[config.mk]
export PLATFORM = sky130hd
export DESIGN_NAME = lc3b_agex_stage
export DESIGN_NICKNAME = d
export VERILOG_FILES = /design/src/rtl/lc3b_agex_stage.sv
export SDC_FILE = /design/constraint.sdc
export NUM_CORES = 1
export LEC_CHECK = 0
export ABC_AREA = 1
export BUFFER_PORTS_ARGS = -buffer_cell sky130_fd_sc_hd__buf_4
export CAP_MARGIN = 20
export CORE_UTILIZATION = 40
export DETAILED_ROUTE_END_ITERATION = 8
export MAX_ROUTING_LAYER = met4
export PLACE_DENSITY_LB_ADDON = 0.08
export SLEW_MARGIN = 15
export SYNTH_ARGS = -nofsm -noshare
export SYNTH_HDL_FRONTEND = slang
export SYNTH_SLANG_ARGS = --single-unit
[constraint.sdc]
create_clock -name clk -period 1.9 [get_ports clk]
set_input_delay 0 -clock clk [delete_from_list [all_inputs] [get_ports clk]]
set_output_delay 0 -clock clk [all_outputs]
set_load 0.02 [all_outputs]
[src/rtl/lc3b_agex_stage.sv]
// LC-3b AGEX stage: address adder, ALU and shifter feeding the AGEX->MEM latch.
// Zero-latency combinational next-state; latch loads each cycle unless MEM stalls (holds on stall).
module lc3b_agex_stage #(
    parameter int CS_W     = 20,
    parameter int MEM_CS_W = 11
) (
    input  logic                clk,
    input  logic                reset,
    input  logic                agex_v,
    input  logic [15:0]         agex_npc,
    input  logic [15:0]         agex_ir,
    input  logic [15:0]         agex_sr1,
    input  logic [15:0]         agex_sr2,
    input  logic [2:0]          agex_cc,
    input  logic [2:0]          agex_drid,
    input  logic [CS_W-1:0]     agex_cs,
    input  logic                mem_stall,
    output logic                ld_mem,
    output logic                mem_v_in,
    output logic [15:0]         mem_npc_in,
    output logic [15:0]         mem_ir_in,
    output logic [15:0]         mem_alu_result_in,
    output logic [15:0]         mem_address_in,
    output logic [2:0]          mem_cc_in,
    output logic [2:0]          mem_drid_in,
    output logic [MEM_CS_W-1:0] mem_cs_in,
    output logic                mem_v,
    output logic [15:0]         mem_npc,
    output logic [15:0]         mem_ir,
    output logic [15:0]         mem_alu_result,
    output logic [15:0]         mem_address,
    output logic [2:0]          mem_cc,
    output logic [2:0]          mem_drid,
    output logic [MEM_CS_W-1:0] mem_cs,
    output logic                v_agex_ld_reg,
    output logic                v_agex_ld_cc,
    output logic                v_agex_br_stall
);

    logic        addr1mux, lshf1, addressmux, sr2mux, resultmux;
    logic [1:0]  addr2mux, aluk;
    logic [15:0] addr1, addr2, addr2_sh, addr_sum;
    logic [15:0] alu_b, alu_out, shf_out;
    logic [3:0]  shamt;

    // Two-bit mux selects are stored MSB-first at ascending indices.
    assign addr1mux   = agex_cs[0];
    assign addr2mux   = {agex_cs[1], agex_cs[2]};
    assign lshf1      = agex_cs[3];
    assign addressmux = agex_cs[4];
    assign sr2mux     = agex_cs[5];
    assign aluk       = {agex_cs[6], agex_cs[7]};
    assign resultmux  = agex_cs[8];

    assign addr1 = addr1mux ? agex_sr1 : agex_npc;

    always_comb begin
        addr2 = 16'h0000;
        case (addr2mux)
            2'b00: addr2 = 16'h0000;
            2'b01: addr2 = {{10{agex_ir[5]}}, agex_ir[5:0]};
            2'b10: addr2 = {{7{agex_ir[8]}}, agex_ir[8:0]};
            2'b11: addr2 = {{5{agex_ir[10]}}, agex_ir[10:0]};
            default: addr2 = 16'h0000;
        endcase
    end

    assign addr2_sh       = lshf1 ? {addr2[14:0], 1'b0} : addr2;
    assign addr_sum       = addr1 + addr2_sh;
    assign mem_address_in = addressmux ? addr_sum : {7'b0, agex_ir[7:0], 1'b0};

    assign alu_b = sr2mux ? {{11{agex_ir[4]}}, agex_ir[4:0]} : agex_sr2;

    always_comb begin
        alu_out = agex_sr1;
        case (aluk)
            2'b00: alu_out = agex_sr1 + alu_b;
            2'b01: alu_out = agex_sr1 & alu_b;
            2'b10: alu_out = agex_sr1 ^ alu_b;
            2'b11: alu_out = agex_sr1;
            default: alu_out = agex_sr1;
        endcase
    end

    assign shamt = agex_ir[3:0];

    always_comb begin
        shf_out = agex_sr1 << shamt;
        if (agex_ir[4]) begin
            if (agex_ir[5])
                shf_out = 16'($signed(agex_sr1) >>> shamt);
            else
                shf_out = agex_sr1 >> shamt;
        end
    end

    assign mem_alu_result_in = resultmux ? alu_out : shf_out;

    assign mem_v_in    = agex_v;
    assign mem_npc_in  = agex_npc;
    assign mem_ir_in   = agex_ir;
    assign mem_cc_in   = agex_cc;
    assign mem_drid_in = agex_drid;
    assign mem_cs_in   = agex_cs[19:9];
    assign ld_mem      = ~mem_stall;

    assign v_agex_ld_reg   = agex_v & agex_cs[18];
    assign v_agex_ld_cc    = agex_v & agex_cs[19];
    assign v_agex_br_stall = agex_v & agex_cs[12];

    logic                mem_v_q;
    logic [15:0]         mem_npc_q, mem_ir_q, mem_alu_result_q, mem_address_q;
    logic [2:0]          mem_cc_q, mem_drid_q;
    logic [MEM_CS_W-1:0] mem_cs_q;

    always_ff @(posedge clk or posedge reset) begin
        if (reset) begin
            mem_v_q          <= 1'b0;
            mem_npc_q        <= 16'h0000;
            mem_ir_q         <= 16'h0000;
            mem_alu_result_q <= 16'h0000;
            mem_address_q    <= 16'h0000;
            mem_cc_q         <= 3'b000;
            mem_drid_q       <= 3'b000;
            mem_cs_q         <= '0;
        end else if (ld_mem) begin
            mem_v_q          <= mem_v_in;
            mem_npc_q        <= mem_npc_in;
            mem_ir_q         <= mem_ir_in;
            mem_alu_result_q <= mem_alu_result_in;
            mem_address_q    <= mem_address_in;
            mem_cc_q         <= mem_cc_in;
            mem_drid_q       <= mem_drid_in;
            mem_cs_q         <= mem_cs_in;
        end
    end

    assign mem_v          = mem_v_q;
    assign mem_npc        = mem_npc_q;
    assign mem_ir         = mem_ir_q;
    assign mem_alu_result = mem_alu_result_q;
    assign mem_address    = mem_address_q;
    assign mem_cc         = mem_cc_q;
    assign mem_drid       = mem_drid_q;
    assign mem_cs         = mem_cs_q;

endmodule

==> reports/qor.yml <==
dpl_cell_area_mm2: 0.0105
timing.hold.ws_ns: -0.00268
place_inst: 1817
clk_pin_slew_worst_paths_ns: 0.06
ys_warn_count: 0
portBuffers: 261
synth_edf_count: 0
stdcell_count: 1902
worst_r2r_startpoint: "mem_address[7]"
start_util: 0.414
grt_pass1_vias: 9275
syn_inst: 1282
diodes: 0
setup_ws_ns: -0.0734
crit_chain: "buf_8 -> nand2_4 -> nor2_4 -> a31oi_4 -> nand2_2 -> nor2_4 -> a31oi_4 -> ha_4 -> a21oi_4 -> buf_6 -> o21bai_1 -> a21oi_2 -> nand2_1 -> nand2_1 -> nand3_2 -> inv_2 -> buf_6"
yosys.area_share.xor_xnor: 0.00670
synthToLayoutAreaGrowth_pct: 58.7
rsz0062_at_grt: "yes"
overflow: 0
failed_checks: "negative hold slack, negative setup slack"
synthDistinctLibCells: 45
hold_violations: 1
yosysSeqAreaShare: 0.261
fin_crit_sh: 1.04
drt_iter0_drc: 785
yosysTopAreaCell: "dfrtp_1"
dieWidth_um: 142
cts_buffer_depth: 2
synth_area_mm2: 0.00785
gp_congestion: 1.03
cts-root-buf: "clkbuf_16"
antenna_found_initial: 0
avgViaCountPerCell: 5.27
async_flop_share: 1.00
cts_tree: "done"
min_path_cells: 3
drive_gt1_frac: 0.384
crit_path_start: "agex_ir[5]"
slew-limit-headroom: 0.603
finalSetupTns_ns: -0.111
holdCritPathClass: "primary input to flop"
run_status: "complete, but fails checks"
synth_fa_ha_area_frac: 0.0561
power_leakage_nw: 6.57
wl_per_cell_um: 18.2
worstMarginPinSlew_ns: 0.595
synth_mux_area_frac: 0
power_density_mw_per_mm2: 657
nets: 1765
fin_skew_ns: 0
end_kind: "output port"
worstHoldStart: "agex_npc[5]"
required_ns: 1.90
min_period_ns: 1.97
via_count: 10000
path_class: "primary input to output port"
drc: 0
cap_violations: 0
yosys.area.top_type_share: 0.261
fin_area_mm2: 0.0125
finalSetupViolations: 3
grt_pass1_wl_um: 50900
critPathMaxStageDelay_ns: 0.27
critPathMaxFanout: 4
drt_first_pass_iters: 5
grt_max_degree: 109
synth_top_family_by_area: "simple AND/OR/NAND/NOR gates"
post-place-ws_ns: -0.292
synth_compound_area_frac: 0.130
ir_drop_mv: 0.462
die_y_um: 142
synth-main-ff-cell: "dfrtp_1"
die_area_mm2: 0.0202
cts_inserted_buffers: 9
critPathSlowestCell: "ha_4"
core_area_mm2: 0.0190
dp_hpwl_um: 25500
routed_wl_um: 34700
ys_ff_latch: 82
yosys.area_share.simple: 0.399
core.rowCount: 50
utilization: 0.657
worstSkewPairLatency_ns: 0.34
final_max_slew_viol_count: 0
cts-htree-levels: 3
syn-num-nets: 1410
cts.sinks: 82
startpoint_type: "primary input"
pin_count: 262
r2r_cells: 2
antenna_left: 0
grt_usage: 0.340
synthTopCellsByArea: "dfrtp_1 (26%), nand2_1 (24%), nand3_1 (8.2%), inv_1 (5.8%), o21ai_0 (5.2%)"
cp.arrival_ns: 1.97
timing.fmax_mhz: 507
avgSynthCellArea_um2: 6.12
## cell families (layout without fill, tap and decap cells)
logic type / count (synthesis) / in the layout
adders and majority gates: 34 / 34
buffers and inverters: 237 / 596
DFF: 82 / 82
AOI/OAI and AO/OA: 181 / 181
and+or+nand+nor: 742 / 743
xor gates and xnor gates: 6 / 6
## worst max-delay path: cells and delay by family
| family | cells | cell delay (ns) |
|---|---|---|
| buf+inv | 4 | 0.41 |
| compound gates | 5 | 0.62 |
| fa+ha+maj | 1 | 0.27 |
| simple gates | 7 | 0.66 |
## what timing repair did
item / in CTS / in global routing
setup buffers: 11 / 16
hold buffers: 41 / 0
endpoints found under the setup margin: 26 / 26
gates cloned: 0 / 2
gates resized for setup: 116 / 146
hold endpoints to repair: 63 / 0
pin swaps: 48 / 78
## report_power, final
| part | internal, mW | switching (mW) |
|---|---|---|
| clock network | 1.18 | 0.821 |
| logic | 1.77 | 2.36 |
| registers | 1.94 | 0.112 |
| total | 4.89 | 3.30 |
## Yosys cell counts, types with 2 or more instances
library cell	number
nand2_1	496
nand3_1	128
inv_1	121
dfrtp_1	82
o21ai_0	81
nor2_1	57
buf_4	53
a21oi_1	46
ha_1	32
clkbuf_1	28
nand4_1	18
o21ai_1	15
buf_2	14
and2_1	13
inv_2	11
a211oi_1	8
nand2_2	7
buf_6	6
nand3b_1	6
nor3_1	6
o211ai_1	6
a221oi_1	4
nor2_4	4
o22ai_1	4
xor2_1	4
buf_1	3
o21bai_1	3
or2_1	3
a21oi_2	2
a31oi_1	2
and2_4	2
fa_1	2
o21a_1	2
xnor2_1	2
## per-stage QoR
stage	hold WS, ns	total power [mW]
after detailed placement	0.0985	5.50
final	-0.00268	8.19
after global placement	0.101	5.49
after floorplan	0.110	4.00
after CTS	0.00501	7.80
after global routing	0.0220	8.59
## metal layers
metal  track usage  wire [µm]  part of all wire  vias to the layer above
li1              -          -                 -                     4798
met1         0.426      14100              0.41                     4683
met2         0.550      16300              0.47                      457
met3        0.0629       3080             0.089                       86
met4         0.111       1150             0.033                        0
met5             -          0                 0                        -
## cells in the final DEF, fill, tap and decap left out, types with 18 or more instances in the layout
cell           Yosys  routed
a21oi_1           46      27
buf_4             53     377
buf_6              6      18
dfrtp_1           82      82
dlygate4sd3_1      0      41
inv_1            121     109
inv_2             11      20
nand2_1          496     446
nand2_2            7      48
nand3_1          128     107
nand4_1           18      18
nor2_1            57      40
o21ai_0           81      48
o21ai_1           15      29
## sequential cells by signal, indices dropped and copies added (netlist names)
signal,cells
mem_address,16
mem_alu_result,16
mem_ir,16
mem_npc,16
mem_cs,11
mem_cc,3
mem_drid,3
mem_v,1
## worst paths after layout
| path | endpoint | slack, ns |
|---|---|---|
| max | mem_address_in[13] | -0.07 |
| min | mem_npc[5] | -0.003 |
| max reg2reg | mem_address[7] | 1.22 |
| min reg2reg | mem_ir[13] | 0.48 |
| max in group asynchronous | mem_alu_result[10] | 0.93 |
| min in group asynchronous | mem_cs[3] | 0.28 |
## final cells by class
type                       instances  area (µm²)
sequential                        82        2050
clock buffer                       9         225
timing repair buffer             447        3640
clock inverter                     7         105
multi-input combinational        964        5590
fill                            1786        6500
tap                              260         325
inverter                         133         508
No activity file was read; power rests on OpenSTA's default activity.
